==> src/rtl/body_code_generator_pkg.sv <==
// Shared types and code constants for the 3-bit body-code transmitter.
// Type-1 codes are the two uniform words; type-0 codes are everything in between.
package body_code_pkg;

  typedef enum logic {
    IDLE,
    EMIT
  } state_t;

  localparam logic [2:0] CODE_T1_LO    = 3'b000;
  localparam logic [2:0] CODE_T1_HI    = 3'b111;
  localparam logic [2:0] CODE_T0_FIRST = 3'b001;
  localparam logic [2:0] CODE_T0_LAST  = 3'b110;

  // Type-0 walk wraps from 110 back to 001 so it never lands on a type-1 word.
  function automatic logic [2:0] next_t0(input logic [2:0] idx);
    return (idx == CODE_T0_LAST) ? CODE_T0_FIRST : idx + 3'd1;
  endfunction

endpackage

==> src/rtl/body_code_generator_if.sv <==
// Request and code-stream handshake bundle for the body-code generator.
// The slave modport is the generator; the master modport is whoever feeds and drains it.
interface body_code_generator_if #(
  parameter int LEN_W = 4
);

  logic             req_valid;
  logic             req_type;
  logic [LEN_W-1:0] req_len;
  logic             req_ready;
  logic             code_valid;
  logic [2:0]       code;
  logic             code_ready;

  modport master (
    output req_valid, req_type, req_len, code_ready,
    input  req_ready, code_valid, code
  );

  modport slave (
    input  req_valid, req_type, req_len, code_ready,
    output req_ready, code_valid, code
  );

endinterface

==> src/rtl/body_code_generator_sel.sv <==
// Pattern state for both body types: presents the current and post-advance code for
// the selected type, and steps that type's pattern on each transfer strobe.
module body_code_sel
  import body_code_pkg::*;
(
  input  logic       clk,
  input  logic       rst,
  input  logic       sel_type,
  input  logic       advance,
  output logic [2:0] code_now,
  output logic [2:0] code_next
);

  logic       ph1;
  logic [2:0] idx0;

  always_ff @(posedge clk) begin
    if (rst) begin
      ph1  <= 1'b0;
      idx0 <= CODE_T0_FIRST;
    end else if (advance) begin
      if (sel_type) begin
        ph1 <= ~ph1;
      end else begin
        idx0 <= next_t0(idx0);
      end
    end
  end

  // code_next lets the top load the following word in the same edge as the transfer.
  always_comb begin
    code_now  = idx0;
    code_next = next_t0(idx0);
    if (sel_type) begin
      code_now  = ph1 ? CODE_T1_HI : CODE_T1_LO;
      code_next = ph1 ? CODE_T1_LO : CODE_T1_HI;
    end
  end

endmodule

==> src/rtl/body_code_generator.sv <==
// Transmit side of the 3-bit body-code link: accepts burst requests and streams
// req_len+1 legal codes of the requested type, keeping saturating per-type totals.
module body_code_generator
  import body_code_pkg::*;
#(
  parameter int LEN_W = 4,
  parameter int CNT_W = 16
)(
  input  logic                 clk,
  input  logic                 rst,
  body_code_generator_if.slave bus,
  output logic [CNT_W-1:0]     count_t1,
  output logic [CNT_W-1:0]     count_t0,
  output logic                 busy
);

  state_t           state;
  state_t           state_next;
  logic             type_q;
  logic [LEN_W-1:0] remaining;
  logic             code_valid_q;
  logic [2:0]       code_q;

  logic             accept;
  logic             transfer;
  logic             sel_type;
  logic [2:0]       sel_now;
  logic [2:0]       sel_next;

  // While idle the selector looks at the incoming type so the first word is ready at accept.
  assign sel_type = (state == IDLE) ? bus.req_type : type_q;

  body_code_sel u_sel (
    .clk       (clk),
    .rst       (rst),
    .sel_type  (sel_type),
    .advance   (transfer),
    .code_now  (sel_now),
    .code_next (sel_next)
  );

  always_comb begin
    state_next = state;
    accept     = 1'b0;
    transfer   = 1'b0;
    unique case (state)
      IDLE: begin
        accept = bus.req_valid;
        if (accept) begin
          state_next = EMIT;
        end
      end
      EMIT: begin
        transfer = code_valid_q & bus.code_ready;
        if (transfer && (remaining == '0)) begin
          state_next = IDLE;
        end
      end
      default: state_next = IDLE;
    endcase
  end

  // Code and valid only move on accept or transfer, which keeps them frozen under stall.
  always_ff @(posedge clk) begin
    if (rst) begin
      state        <= IDLE;
      type_q       <= 1'b0;
      remaining    <= '0;
      code_valid_q <= 1'b0;
      code_q       <= CODE_T1_LO;
    end else begin
      state <= state_next;
      if (accept) begin
        type_q       <= bus.req_type;
        remaining    <= bus.req_len;
        code_q       <= sel_now;
        code_valid_q <= 1'b1;
      end else if (transfer) begin
        if (remaining == '0) begin
          code_valid_q <= 1'b0;
        end else begin
          remaining <= remaining - 1'b1;
          code_q    <= sel_next;
        end
      end
    end
  end

  always_ff @(posedge clk) begin
    if (rst) begin
      count_t1 <= '0;
      count_t0 <= '0;
    end else if (transfer) begin
      if (type_q && (count_t1 != '1)) begin
        count_t1 <= count_t1 + 1'b1;
      end
      if (!type_q && (count_t0 != '1)) begin
        count_t0 <= count_t0 + 1'b1;
      end
    end
  end

  assign bus.req_ready  = (state == IDLE);
  assign bus.code_valid = code_valid_q;
  assign bus.code       = code_q;
  assign busy           = (state == EMIT);

endmodule

==> src/flat_wrapper.sv <==
// flat-port wrapper written by rule: the top's interface ports become plain ports
module body_code_generator_flat import body_code_pkg::*;
#(
  parameter int LEN_W = 4,
  parameter int CNT_W = 16
)
  (clk, rst, count_t1, count_t0, busy, bus_req_valid, bus_req_type, bus_req_len, bus_code_ready, bus_req_ready, bus_code_valid, bus_code);
  body_code_generator_if #(.LEN_W(LEN_W)) bus_i ();
  input  logic clk;
  input  logic rst;
  output logic [CNT_W-1:0] count_t1;
  output logic [CNT_W-1:0] count_t0;
  output logic busy;
  input wire logic [$bits(bus_i.req_valid)-1:0] bus_req_valid;
  input wire logic [$bits(bus_i.req_type)-1:0] bus_req_type;
  input wire logic [$bits(bus_i.req_len)-1:0] bus_req_len;
  input wire logic [$bits(bus_i.code_ready)-1:0] bus_code_ready;
  output wire logic [$bits(bus_i.req_ready)-1:0] bus_req_ready;
  output wire logic [$bits(bus_i.code_valid)-1:0] bus_code_valid;
  output wire logic [$bits(bus_i.code)-1:0] bus_code;
  assign bus_i.req_valid = bus_req_valid;
  assign bus_i.req_type = bus_req_type;
  assign bus_i.req_len = bus_req_len;
  assign bus_i.code_ready = bus_code_ready;
  assign bus_req_ready = bus_i.req_ready;
  assign bus_code_valid = bus_i.code_valid;
  assign bus_code = bus_i.code;
  body_code_generator #(.LEN_W(LEN_W), .CNT_W(CNT_W)) u_core (.clk(clk), .rst(rst), .bus(bus_i), .count_t1(count_t1), .count_t0(count_t0), .busy(busy));
endmodule
==> config.mk <==
export PLATFORM = sky130hd
export DESIGN_NAME = body_code_generator_flat
export DESIGN_NICKNAME = d
export VERILOG_FILES = /design/src/rtl/body_code_generator_pkg.sv /design/src/rtl/body_code_generator_if.sv /design/src/rtl/body_code_generator_sel.sv /design/src/rtl/body_code_generator.sv /design/src/flat_wrapper.sv
export SDC_FILE = /design/constraint.sdc
export NUM_CORES = 1
export LEC_CHECK = 0
export BUFFER_PORTS_ARGS = -buffer_cell sky130_fd_sc_hd__buf_2
export CAP_MARGIN = 25
export CORE_MARGIN = 2
export CORE_UTILIZATION = 40
export DETAILED_ROUTE_END_ITERATION = 8
export PLACE_DENSITY = 0.67
export SYNTH_ARGS = -nofsm -noshare
export SYNTH_HDL_FRONTEND = slang
export SYNTH_SLANG_ARGS = --single-unit
==> constraint.sdc <==
create_clock -name clk -period 3 [get_ports clk]
set_input_delay 0.6 -clock clk [delete_from_list [all_inputs] [get_ports clk]]
set_output_delay 0.6 -clock clk [all_outputs]
set_load 0.03 [all_outputs]
-- Word-level counts from Yosys, hierarchy flattened
Index checks and enable logic that the tools add are counted.
- add/sub/neg operators: 4
- multipliers: 0
- div/mod/pow operators: 0
- order comparisons: 0
- eq/ne operators: 4
- shift operators: 0
- muxes and demuxes: 20
- bitwise gates (word level): 4
- reduce and logical (&&, ||, !) cells: 13
- operators by type and width (kind ; count):
    adder 16 x 1 -> 16 bit (second input constant) ; 2
    != test 16 bit (second input constant) ; 2
    two-way mux 3 bit ; 8
    two-way mux 4 bit ; 3
    AND reduction 2 bit ; 6
    two-way mux 1 bit ; 8
    zero test 4 bit ; 1
    nonzero test 2 bit ; 2
    subtractor 4 x 1 -> 4 bit (second input constant) ; 1
    adder 3 x 1 -> 3 bit (second input constant) ; 1
    equality test 3 bit (second input constant) ; 1
    logical AND 1 bit ; 3
    inverter 1 bit ; 3
    != test 2 x 1 -> 1 bit (second input constant) ; 1
    one-hot mux 1 bit (2 select lines) ; 1
    bitwise AND 1 bit ; 1
    zero test 1 bit ; 1
- bits in registers: 46
- bits in latches: 0
- memory bits (writable): 0
- memory bits (read-only): 0
- output and inout bits: 38
- logic and storage cells: 54
- memories kept: 0

-- Logic depth before layout (Yosys ltp)
- depth in word-level cells: 6
- mapped depth: 6

-- Cells and area by module
From an unflattened synthesis, not the netlist that was laid out.
- cell total of the unflattened synthesis: 287
- area total of the unflattened synthesis: 2537.4 µm²
- modules (own cells, without submodules) (module ; times used ; cells each ; area each (µm²) ; sequential area each (µm²)):
    body_code_generator ; 1 ; 253 ; 2270.9 ; 840.8
    body_code_sel ; 1 ; 34 ; 266.5 ; 80.1

-- Worst setup path before layout
Ideal clock, no wire load.
- path type: register to register
- from: reg u_core.count_t0[0]
- to: reg u_core.count_t0[6]
- setup time: 0.070 ns
- data arrival time: 1.943 ns
- required time: 2.930 ns
- setup slack: 0.987 ns
- cell stages (with the launch flop): 6
- buffers on the path: 0
- clock period less this slack: 2.013 ns
- cells stage by stage: dfxtp_1 > ha_1 > nand3_1 > or3_4 > or4_1 > a21oi_1
- cells in the longest elaborated chain, start to end: 3
- RTL lines (item ; RTL line ; source):
    start, declared ; body_code_generator.sv:13 ; output logic [CNT_W-1:0] count_t0,
    start signal, assigned ; body_code_generator.sv:98 ; count_t0 <= count_t0 + 1'b1;
    branches (longest 3 deep; another with adder 16 x 1 -> 16 bit) ; -- ;
Parallel ways; which one is timed is not known.
A chain may end at the register's enable or synchronous reset.

-- Worst setup path in the final report
- from: reg u_core.count_t1[6]
- to: reg u_core.count_t1[0]
- cells in the longest elaborated chain, start to end: 3
- RTL lines (item ; RTL line ; source):
    start, declared ; body_code_generator.sv:12 ; output logic [CNT_W-1:0] count_t1,
    start signal, assigned ; body_code_generator.sv:95 ; count_t1 <= count_t1 + 1'b1;
    != test 16 bit ; body_code_generator.sv:94 ; if (type_q && (count_t1 != '1)) begin
    logical AND 1 bit ; body_code_generator.sv:94 ;
    AND reduction 2 bit (no line) ; -- ;
Every way passes these cells.

==> flow_summary.ini <==
[die]
design.die.area_um2 = 6870
io-pin-count = 47
die_h_um = 82.9
die_x_um = 82.9
start_util_pct = 41.8
core_area_um2 = 5960
rows = 28

[cts]
cts.path.max_buffers = 2
cts_tree = yes
clock_sinks = 46
ctsHoldBuffers = 0
cts_made_buffers = 5
clkLatencyLatePin_ns = 0.30
htreeDepth = 2
path_clk_slew_ns = 0.08
cts.root.buffer_cell = clkbuf_8
cts-resized-gates = 0
postCtsSetupBuffers = 0

[detailed_routing]
drc = 0
drtPass1Iterations = 4
drt_iter0_markers = 107
ant_nets = 0
vias = 2281
vias_per_cell = 5.70
wl_per_cell_um = 13.9
drt_wl_total_um = 5580

[worst_setup_path]
r2r-start = u_core.count_t1[6]
cp.required_ns = 3.19
crit_fanout = 15
critPathKind = reg -> reg
startpoint = u_core.count_t1[6]
worst-endpoint-arrival_ns = 2.36
cp-end-kind = register
startpoint_type = register

[timing]
rsz0062_at_grt = no
fin_crit_sh_pct = 72.3
worstMarginPinSlew_ns = 1.01
setup_tns_ns = 0
final_hold_viol_count = 0
max_slew_margin_pct = 32.2
fin_hold_ws_ns = 0.511
max_freq_mhz = 461
setup_viol = 0
finClkSkew_ns = 0.0108
drv_slew = 0
finalCriticalPeriod_ns = 2.17

[synth]
yosysMostFrequentCell = dfxtp_1
async_flop_share_pct = 0
ys.flop_type = dfxtp_1
synth_top_area_share_pct = 37.0
syn-cell-area_um2 = 2490
synth_enable_flop_cells = 0
ys_top_cells_by_count = 46 x dfxtp_1, 29 x a21oi_1, 20 x nor2_1, 16 x nand3_1, 14 x or4_1
yosysWarnings = 0
synth_top_area_cell = dfxtp_1
yosysUniqueCellTypes = 44
syn_nets = 297
ys_top_cells_by_area = dfxtp_1 37%, a21oi_1 5.8%, or4_1 4.2%
syn_area_per_cell_um2 = 8.74
ys_seq_area_share_pct = 37.0
synth_cells = 285
ys_ff_latch = 46

[place]
gp_congestion = 0.788
dp.final_hpwl_um = 3750
portBuffers = 46
placed_cell_area_um2 = 2750

[grt]
top_usage_layer = met2
grt_pass1_vias = 2077
grt_pass1_wl_um = 9530
grt_use_total_pct = 16.3
grt_max_degree = 59
antenna_found_initial = 0
gr-total-overflow = 0
grt.met1_usage_pct = 21.6
use_met3_pct = 4.17
gr-usage-met2_pct = 25.0

[run_status]
status = finished, final reports clean

[finish]
drive_gt1_share_pct = 21.5
final_area_um2 = 2860
num-fill-cells = 602
syn_to_final_growth_pct = 14.8
post-route-util_pct = 48.0
num-nets-final = 337
diodes = 0

[pwr]
max-vdd-ir-drop_v = 0.000165
power_uw = 1210
p_leak_uw = 0.00110
p_per_area_nw_per_um2 = 424

[hold_path]
hp-start = u_core.count_t1[4]
hold_class = reg -> reg

[run]
cap_viol_max_count = 0
## per-layer routing
| layer | up-vias | routed length (um) |
|---|---|---|
| met5 | - | 0 |
| li1 | 1158 | - |
| met3 | 8 | 203 |
| met1 | 1073 | 2770 |
| met2 | 42 | 2490 |
| met4 | 0 | 113 |
## worst paths after layout
path                             end  slack, ns  cells past startpoint
setup / recovery  u_core.count_t1[0]       0.83                      4
hold / removal    u_core.count_t1[4]       0.51                      2
setup reg to reg  u_core.count_t1[0]       0.83                      4
hold reg to reg   u_core.count_t1[4]       0.51                      2
## power breakdown
group / total [uW] / leakage [uW] / switching (uW) / internal (uW)
clock: 478 / 0.0000573 / 211 / 267
combinational: 98.4 / 0.000675 / 61.7 / 36.7
sequential: 636 / 0.000373 / 14.1 / 622
## area by class of cell
type / count / area [um^2] / share of cell area (%)
Timing Repair Buffer: 46 / 230 / 8.05
Inverter: 10 / 37.5 / 1.31
Clock buffer: 6 / 82.6 / 2.89
Sequential cell: 46 / 921 / 32.2
Clock inverter: 1 / 30.0 / 1.05
Multi-Input combinational cell: 216 / 1460 / 51.2
Tap cell: 75 / 93.8 / 3.28
## flip-flops by register name (all words and copies together) (netlist names)
| signal | cells |
|---|---|
| u_core.remaining | 4 |
| u_core.type_q | 1 |
| u_core.count_t0 | 16 |
| u_core.bus.code_valid | 1 |
| u_core.u_sel.idx0 | 3 |
| u_core.bus.code | 3 |
| u_core.busy | 1 |
| u_core.u_sel.ph1 | 1 |
| u_core.count_t1 | 16 |
## kinds of logic (layout without fill, tap and decap cells)
group	count (synthesis)	count (layout)	synth area share, %
and+or+nand+nor	121	121	30.2
xor gates and xnor gates	5	5	1.76
adders and majority gates	3	3	1.51
muxes	17	17	7.39
DFF	46	46	37.0
buffers and inverters	23	63	4.22
AOI/OAI and AO/OA	70	70	18.0
## cell usage in the layout (no fill, tap or decap), types with 4 or more instances in the layout
cell / instances
or4_1: 14
nand3_1: 16
mux2_2: 7
dfxtp_1: 46
nor2b_1: 11
a21oi_1: 29
inv_1: 10
buf_2: 46
nand2b_1: 7
or3_1: 5
nand2_1: 12
nor2_1: 20
and4_1: 5
mux2i_1: 6
clkbuf_8: 6
mux2_1: 4
a211oi_1: 7
o21ai_0: 9
o31ai_1: 13
nand4_1: 6
and3_1: 5
nor3_1: 7
## through the flow
| stage | cells | setup WS, ns |
|---|---|---|
| 2_1_floorplan | 285 | 0.987 |
| 3_3_place_gp | 393 | 0.834 |
| 3_5_place_dp | 393 | 0.766 |
| 4_1_cts | 400 | 0.902 |
| 5_1_grt | 400 | 0.668 |
| 6_report | 400 | 0.830 |
## critical path, cell delays in order (launching register included)
cell and delay [ns]:
dfxtp_1 0.49, nand2_1 0.15, nor3_2 0.85, a21oi_1 0.25, mux2_2 0.33
No activity file was read; power rests on OpenSTA's default activity.
